## config.mk

```make
export PLATFORM = sky130hd
export DESIGN_NAME = draw_fill
export DESIGN_NICKNAME = d
export VERILOG_FILES = /design/src/rtl/draw_fill.sv
export SDC_FILE = /design/constraint.sdc
export NUM_CORES = 1
export LEC_CHECK = 0
export BUFFER_PORTS_ARGS = -buffer_cell sky130_fd_sc_hd__buf_2
export CAP_MARGIN = 20
export CORE_UTILIZATION = 40
export DETAILED_ROUTE_END_ITERATION = 8
export PLACE_DENSITY = 0.59
export SLEW_MARGIN = 20
export SYNTH_ARGS = -nofsm -noshare
export SYNTH_HDL_FRONTEND = slang
export SYNTH_SLANG_ARGS = --single-unit
```

## constraint.sdc

```tcl
create_clock -name ACLK -period 5.6 [get_ports ACLK]
set_input_delay 0.56 -clock ACLK [delete_from_list [all_inputs] [get_ports ACLK]]
set_output_delay 0.56 -clock ACLK [all_outputs]
set_load 0.01 [all_outputs]
```

## src/rtl/draw_fill.sv

```systemverilog
// Rectangle fill engine: writes a solid ARGB8888 colour into a VRAM rectangle over AXI AW/W/B.
// Optional DRAW_FILL_IRQ_EN macro enables the CTRL.INTENB bit and the level DRAW_IRQ output.
module draw_fill #(
  parameter int          C_M_AXI_THREAD_ID_WIDTH = 1,
  parameter int          C_M_AXI_ADDR_WIDTH      = 32,
  parameter int          C_M_AXI_DATA_WIDTH      = 64,
  parameter logic [15:0] REG_BASE                = 16'h3000
) (
  input  logic                               ACLK,
  input  logic                               ARESETN,
  input  logic [15:0]                        WRADDR,
  input  logic [3:0]                         BYTEEN,
  input  logic                               WREN,
  input  logic [31:0]                        WDATA,
  input  logic [15:0]                        RDADDR,
  input  logic                               RDEN,
  output logic [31:0]                        RDATA,
  output logic [C_M_AXI_THREAD_ID_WIDTH-1:0] M_AXI_AWID,
  output logic [C_M_AXI_ADDR_WIDTH-1:0]      M_AXI_AWADDR,
  output logic [7:0]                         M_AXI_AWLEN,
  output logic [2:0]                         M_AXI_AWSIZE,
  output logic [1:0]                         M_AXI_AWBURST,
  output logic [1:0]                         M_AXI_AWLOCK,
  output logic [3:0]                         M_AXI_AWCACHE,
  output logic [2:0]                         M_AXI_AWPROT,
  output logic [3:0]                         M_AXI_AWQOS,
  output logic                               M_AXI_AWUSER,
  output logic                               M_AXI_AWVALID,
  input  logic                               M_AXI_AWREADY,
  output logic [C_M_AXI_DATA_WIDTH-1:0]      M_AXI_WDATA,
  output logic [C_M_AXI_DATA_WIDTH/8-1:0]    M_AXI_WSTRB,
  output logic                               M_AXI_WLAST,
  output logic                               M_AXI_WUSER,
  output logic                               M_AXI_WVALID,
  input  logic                               M_AXI_WREADY,
  input  logic [1:0]                         M_AXI_BRESP,
  input  logic                               M_AXI_BVALID,
  output logic                               M_AXI_BREADY,
  output logic                               DRAW_BUSY,
  output logic                               DRAW_IRQ,
  output logic [2:0]                         state_dbg
);

  // Handshakes: a transfer happens on the ACLK edge where valid and ready are both high;
  // the source holds valid and its payload unchanged until then, ready may toggle freely.
  typedef enum logic [2:0] {S_IDLE, S_SETUP, S_AW, S_W, S_B, S_FIN} state_t;
  state_t state_q, state_d;

  logic [31:0] drawaddr_r, stride_r, pos_r, size_r, color_r;
  logic        done_q, berr_q, intenb_q;
  logic [28:0] line_addr, cur_addr, y_off, first_addr, stride29;
  logic [9:0]  beats_left, left_m1, step;
  logic [10:0] lines_left;
  logic [3:0]  awlen_q, awlen_d, room_m1, beat_cnt;
  logic [31:0] bmask;
  logic        busy, cfg_wr, ctrl_wr, status_wr, start_req, start_go, last_beat;

  assign bmask     = {{8{BYTEEN[3]}}, {8{BYTEEN[2]}}, {8{BYTEEN[1]}}, {8{BYTEEN[0]}}};
  assign busy      = (state_q == S_SETUP) || (state_q == S_AW) || (state_q == S_W) || (state_q == S_B);
  assign cfg_wr    = WREN && !busy;
  assign ctrl_wr   = WREN && (WRADDR == REG_BASE + 16'h14);
  assign status_wr = WREN && (WRADDR == REG_BASE + 16'h18);
  assign start_req = ctrl_wr && BYTEEN[0] && WDATA[0];
  assign start_go  = start_req && ((state_q == S_IDLE) || (state_q == S_FIN));

  assign stride29   = {13'd0, stride_r[15:3], 3'd0};
  assign y_off      = {18'd0, pos_r[26:16]} * {13'd0, stride_r[15:0]};
  assign first_addr = drawaddr_r[28:0] + y_off + {16'd0, pos_r[10:1], 3'd0};

  // Burst stops at the next 128-byte boundary or at the end of the line, whichever is first.
  assign room_m1   = 4'd15 - cur_addr[6:3];
  assign left_m1   = beats_left - 10'd1;
  assign awlen_d   = (left_m1 < {6'd0, room_m1}) ? left_m1[3:0] : room_m1;
  assign step      = {6'd0, awlen_q} + 10'd1;
  assign last_beat = (beat_cnt == awlen_q);

  function automatic logic [31:0] merge(input logic [31:0] old, input logic [31:0] fmask,
                                        input logic [31:0] be, input logic [31:0] wd);
    merge = (old & ~(fmask & be)) | (wd & fmask & be);
  endfunction

  always_ff @(posedge ACLK or negedge ARESETN) begin
    if (!ARESETN) state_q <= S_IDLE;
    else          state_q <= state_d;
  end

  always_comb begin
    state_d = state_q;
    case (state_q)
      S_IDLE:  if (start_req) state_d = S_SETUP;
      S_SETUP: state_d = ((beats_left == 10'd0) || (lines_left == 11'd0)) ? S_FIN : S_AW;
      S_AW:    if (M_AXI_AWREADY) state_d = S_W;
      S_W:     if (M_AXI_WREADY && last_beat) state_d = S_B;
      S_B:     if (M_AXI_BVALID) state_d = S_SETUP;
      S_FIN:   state_d = start_req ? S_SETUP : S_IDLE;
      default: state_d = S_IDLE;
    endcase
  end

  always_ff @(posedge ACLK or negedge ARESETN) begin
    if (!ARESETN) begin
      drawaddr_r <= '0; stride_r <= '0; pos_r <= '0; size_r <= '0; color_r <= '0;
      done_q <= 1'b0; berr_q <= 1'b0;
      line_addr <= '0; cur_addr <= '0; beats_left <= '0; lines_left <= '0;
      awlen_q <= '0; beat_cnt <= '0;
    end else begin
      if (cfg_wr) begin
        case (WRADDR)
          REG_BASE + 16'h00: drawaddr_r <= merge(drawaddr_r, 32'h1FFF_FFF8, bmask, WDATA);
          REG_BASE + 16'h04: stride_r   <= merge(stride_r,   32'h0000_FFF8, bmask, WDATA);
          REG_BASE + 16'h08: pos_r      <= merge(pos_r,      32'h07FF_07FF, bmask, WDATA);
          REG_BASE + 16'h0C: size_r     <= merge(size_r,     32'h07FF_07FF, bmask, WDATA);
          REG_BASE + 16'h10: color_r    <= merge(color_r,    32'hFFFF_FFFF, bmask, WDATA);
          default: ;
        endcase
      end
      if (status_wr && BYTEEN[0] && WDATA[1]) done_q <= 1'b0;
      if (status_wr && BYTEEN[0] && WDATA[2]) berr_q <= 1'b0;
      // Set after the clear so a completion in the same cycle is not lost.
      if (state_q == S_SETUP && state_d == S_FIN) done_q <= 1'b1;
      if (state_q == S_B && M_AXI_BVALID && M_AXI_BRESP != 2'b00) berr_q <= 1'b1;
      if (start_go) begin
        line_addr  <= first_addr;
        cur_addr   <= first_addr;
        beats_left <= size_r[10:1];
        lines_left <= size_r[26:16];
      end
      case (state_q)
        S_SETUP: awlen_q <= awlen_d;
        S_AW:    if (M_AXI_AWREADY) beat_cnt <= '0;
        S_W:     if (M_AXI_WREADY) beat_cnt <= beat_cnt + 4'd1;
        S_B: if (M_AXI_BVALID) begin
          if (beats_left == step) begin
            lines_left <= lines_left - 11'd1;
            line_addr  <= line_addr + stride29;
            cur_addr   <= line_addr + stride29;
            beats_left <= size_r[10:1];
          end else begin
            beats_left <= beats_left - step;
            cur_addr   <= cur_addr + {16'd0, step, 3'd0};
          end
        end
        default: ;
      endcase
    end
  end

`ifdef DRAW_FILL_IRQ_EN
  always_ff @(posedge ACLK or negedge ARESETN) begin
    if (!ARESETN)                    intenb_q <= 1'b0;
    else if (ctrl_wr && BYTEEN[0])   intenb_q <= WDATA[1];
  end
  assign DRAW_IRQ = done_q & intenb_q;
`else
  assign intenb_q = 1'b0;
  assign DRAW_IRQ = 1'b0;
`endif

  always_ff @(posedge ACLK or negedge ARESETN) begin
    if (!ARESETN) RDATA <= '0;
    else if (RDEN) begin
      case (RDADDR)
        REG_BASE + 16'h00: RDATA <= drawaddr_r;
        REG_BASE + 16'h04: RDATA <= stride_r;
        REG_BASE + 16'h08: RDATA <= pos_r;
        REG_BASE + 16'h0C: RDATA <= size_r;
        REG_BASE + 16'h10: RDATA <= color_r;
        REG_BASE + 16'h14: RDATA <= {30'd0, intenb_q, 1'b0};
        REG_BASE + 16'h18: RDATA <= {29'd0, berr_q, done_q, busy};
        default:           RDATA <= '0;
      endcase
    end
  end

  assign M_AXI_AWID    = '0;
  assign M_AXI_AWADDR  = {3'b001, cur_addr};
  assign M_AXI_AWLEN   = {4'd0, awlen_q};
  assign M_AXI_AWSIZE  = 3'b011;
  assign M_AXI_AWBURST = 2'b01;
  assign M_AXI_AWLOCK  = 2'b00;
  assign M_AXI_AWCACHE = 4'b0011;
  assign M_AXI_AWPROT  = 3'b000;
  assign M_AXI_AWQOS   = 4'b0000;
  assign M_AXI_AWUSER  = 1'b0;
  assign M_AXI_AWVALID = (state_q == S_AW);
  assign M_AXI_WDATA   = {color_r, color_r};
  assign M_AXI_WSTRB   = '1;
  assign M_AXI_WLAST   = (state_q == S_W) && last_beat;
  assign M_AXI_WUSER   = 1'b0;
  assign M_AXI_WVALID  = (state_q == S_W);
  assign M_AXI_BREADY  = (state_q == S_B);
  assign DRAW_BUSY     = busy;
  assign state_dbg     = state_q;

endmodule

```

==> results.toml <==
[timing]
rsz0062_at_grt = "true"
fmax_mhz = 181
setup_viol = 0
drv_slew = 0
finalCritPeriodShare = 0.987
skew_ps = 16.1
worst_slew_pin_slew_ps = 1090
finalWorstSetupSlack_ps = 72.0
tns_ps = 0
slew_headroom = 0.271
hold_ws_ps = 234
min_period_ps = 5530
hold_viol = 0

[pwr]
peakVddDrop_uv = 196
pwr_density_cell_nw_per_um2 = 207
p_leak_nw = 11.0

[clock_tree]
path_clk_slew_ps = 70
cts-root-buf = "clkbuf_16"
cts_sinks = 239
htreeDepth = 1
clock_latency_ps = 570
clock_path_buffers = 3
cts_made_buffers = 28
cts_tree = "built"

[worst_setup_path]
worst-path-buf-inv = 4
path_max_fanout = 7
slowest_stage = "or4_4"
crit_chain = "and2_4, fa_1, inv_2, fa_1, inv_1, fa_1, inv_2, fa_1, fa_1, inv_2, ha_4, nand2_4, o211a_1, or4_4, a31oi_4, a41oi_2, xnor2_1, a2bb2oi_2, nor2b_1"
critPathMaxStageDelay_ps = 560
crit_top_cell = "fa_1"
worstSetupPathType = "reg2reg"
end_kind = "register"
critPathTopFamily = "adder cells"
cp.required_ps = 6090
critPathLaunchType = "register"
cp_data_arrival_time_ps = 6020

[placed_design]
place_congestion = 0.907
dpl.hpwl_um = 43100
dp_slack_ps = 35.3
portBuffers = 213

[logic_synthesis]
synth_cells = 1946
synth-seq-cells = 239
synth_edf_count = 0
yosys.cell_types.count = 82
synth.avg_cell_area_um2 = 9.63
ys_async_sr_fraction = 1.00
synth_ff_type = "dfrtp_1"
yosys_warnings = 0
syn_area_um2 = 18700
ys_seq_area_frac = 0.319

[floorplanning]
ioPinCount = 251
core-area_um2 = 45800
rows = 78
dieArea_um2 = 47700
die_h_um = 218
start_util = 0.409
die_width_um = 218

[global_route]
grt_use_total = 0.232
grt_first_pass_wirelength_um = 86100
antenna_found_initial = 1
grt_pass1_vias = 14900
grt_max_degree = 109
overflow = 0

[cells_and_area]
finalCoreUtilization = 0.472
fillers = 4421
fin_nets = 2462
drive_gt1_frac = 0.239
area_growth_pct = 15.4

[worst_hold_path]
worstHoldPathType = "in2reg"

[route]
drt_iter0_drc = 1050
drt_pre_antenna_iters = 5
drc = 0
viasPerCell = 5.35
antenna_left = 0
vias = 14800
routed_wl_um = 55100
routedWlPerCell_um = 19.9

[run]
maxCapViolations = 0

[run_status]
status = "completed"
-- per-layer routing --
metal / GRT usage / share of wire / vias up
met3: 0.0411 / 0.059 / 73
met5: 0 / 0 / -
met4: 0.0711 / 0.026 / 0
met1: 0.317 / 0.45 / 7457
met2: 0.373 / 0.46 / 393
li1: - / - / 6895
-- through the flow --
step	instances	power (mW)	cell area, um2
after floorplan	1981	2.38	18900
after global placement	2712	2.62	20400
after detailed placement	2712	2.63	20400
after CTS	2760	4.51	21300
after global routing	2769	4.69	21600
final	2770	4.48	21600
-- cells in the mapped netlist (all sizes together), types with 6 or more instances --
library cell    n  share of area
inv           272          0.054
dfrtp         239           0.32
nand2         176          0.035
fa            135           0.14
mux2          117          0.070
ha             98          0.065
and2           89          0.030
buf            87          0.032
nor2           82          0.017
a21oi          73          0.019
o21ai          69          0.019
clkbuf         64          0.013
xnor2          43          0.020
o22ai          37          0.012
nand3          31         0.0085
nor3           25         0.0067
xor2           24          0.011
a21o           22         0.0088
a22o           19         0.0089
a31oi          19         0.0078
a221oi         18         0.0091
a211oi         17         0.0068
a22oi          17         0.0068
and3           17         0.0057
a222oi         16         0.0085
o21a           15         0.0060
nand4          14         0.0047
nor2b          11         0.0037
a211o           6         0.0028
nand2b          6         0.0020
nor4            6         0.0023
nor4b           6         0.0028
or2             6         0.0020
or3             6         0.0020
-- worst reg2reg max path, stage by stage, from the launching register on --
cell,delay [ps]
dfrtp_2,460
and2_4,180
fa_1,510
inv_2,40
fa_1,470
inv_1,50
fa_1,490
inv_2,50
fa_1,460
fa_1,510
inv_2,50
ha_4,290
nand2_4,50
o211a_1,240
or4_4,560
a31oi_4,320
a41oi_2,180
xnor2_1,240
a2bb2oi_2,170
nor2b_1,140
-- cells by family after synthesis --
family	synth area share
and+or+nand+nor	0.129
buffers and inverters	0.0998
AOI/OAI and AO/OA	0.138
DFF	0.319
adders and majority gates	0.210
muxes	0.0730
xor gates and xnor gates	0.0313
other	0.000401
-- repair_timing --
action | in CTS | in global routing
setup buffers | 0 | 9
resized for setup | 0 | 51
hold buffers | 1 | 0
endpoints found under the setup margin | 0 | 23
hold endpoints to repair | 45 | 0
-- power breakdown --
group,internal [mW],switching (mW),leakage [nW]
Combinational,0.305,0.422,7.31
Clock,1.12,0.756,0.452
Sequential,1.78,0.0906,3.28
Total,3.21,1.27,11.0
-- cell usage in the layout, fill, tap and decap left out, drive strengths merged, types with 17 or more instances in the layout --
| master | count |
|---|---|
| a211oi | 17 |
| fa | 135 |
| clkbuf | 43 |
| a22oi | 17 |
| buf | 291 |
| and3 | 17 |
| xnor2 | 43 |
| a31oi | 19 |
| a221oi | 18 |
| a21o | 22 |
| a21oi | 73 |
| o21ai | 69 |
| xor2 | 24 |
| nor2 | 82 |
| inv | 272 |
| o22ai | 37 |
| dfrtp | 239 |
| a22o | 19 |
| nand2 | 176 |
| conb | 37 |
| nor3 | 25 |
| and2 | 89 |
| mux2 | 117 |
| ha | 98 |
| nand3 | 31 |
-- area by class of cell --
class	instances	area, um2	share of cell area
Antenna cell	1	2.50	0.000116
Clock buffer	43	848	0.0392
Clock inverter	4	70.1	0.00324
Inverter	272	1020	0.0472
Multi-Input combinational cell	1319	11200	0.520
Sequential cell	239	5990	0.277
Tap cell	600	751	0.0347
Timing Repair Buffer	292	1700	0.0786
-- path summary, 6_finish.rpt --
check	start	end	depth (start not counted)	slack, ps
max	register	cur_addr[23]	19	70
min	WDATA[31]	register	2	230
max reg2reg	register	cur_addr[23]	19	70
min reg2reg	cur_addr[1]	cur_addr[1]	1	490
max in group asynchronous	ARESETN	line_addr[4]	3	3700
min in group asynchronous	ARESETN	RDATA[2]	2	580
Power figures use the tool's default switching activity.
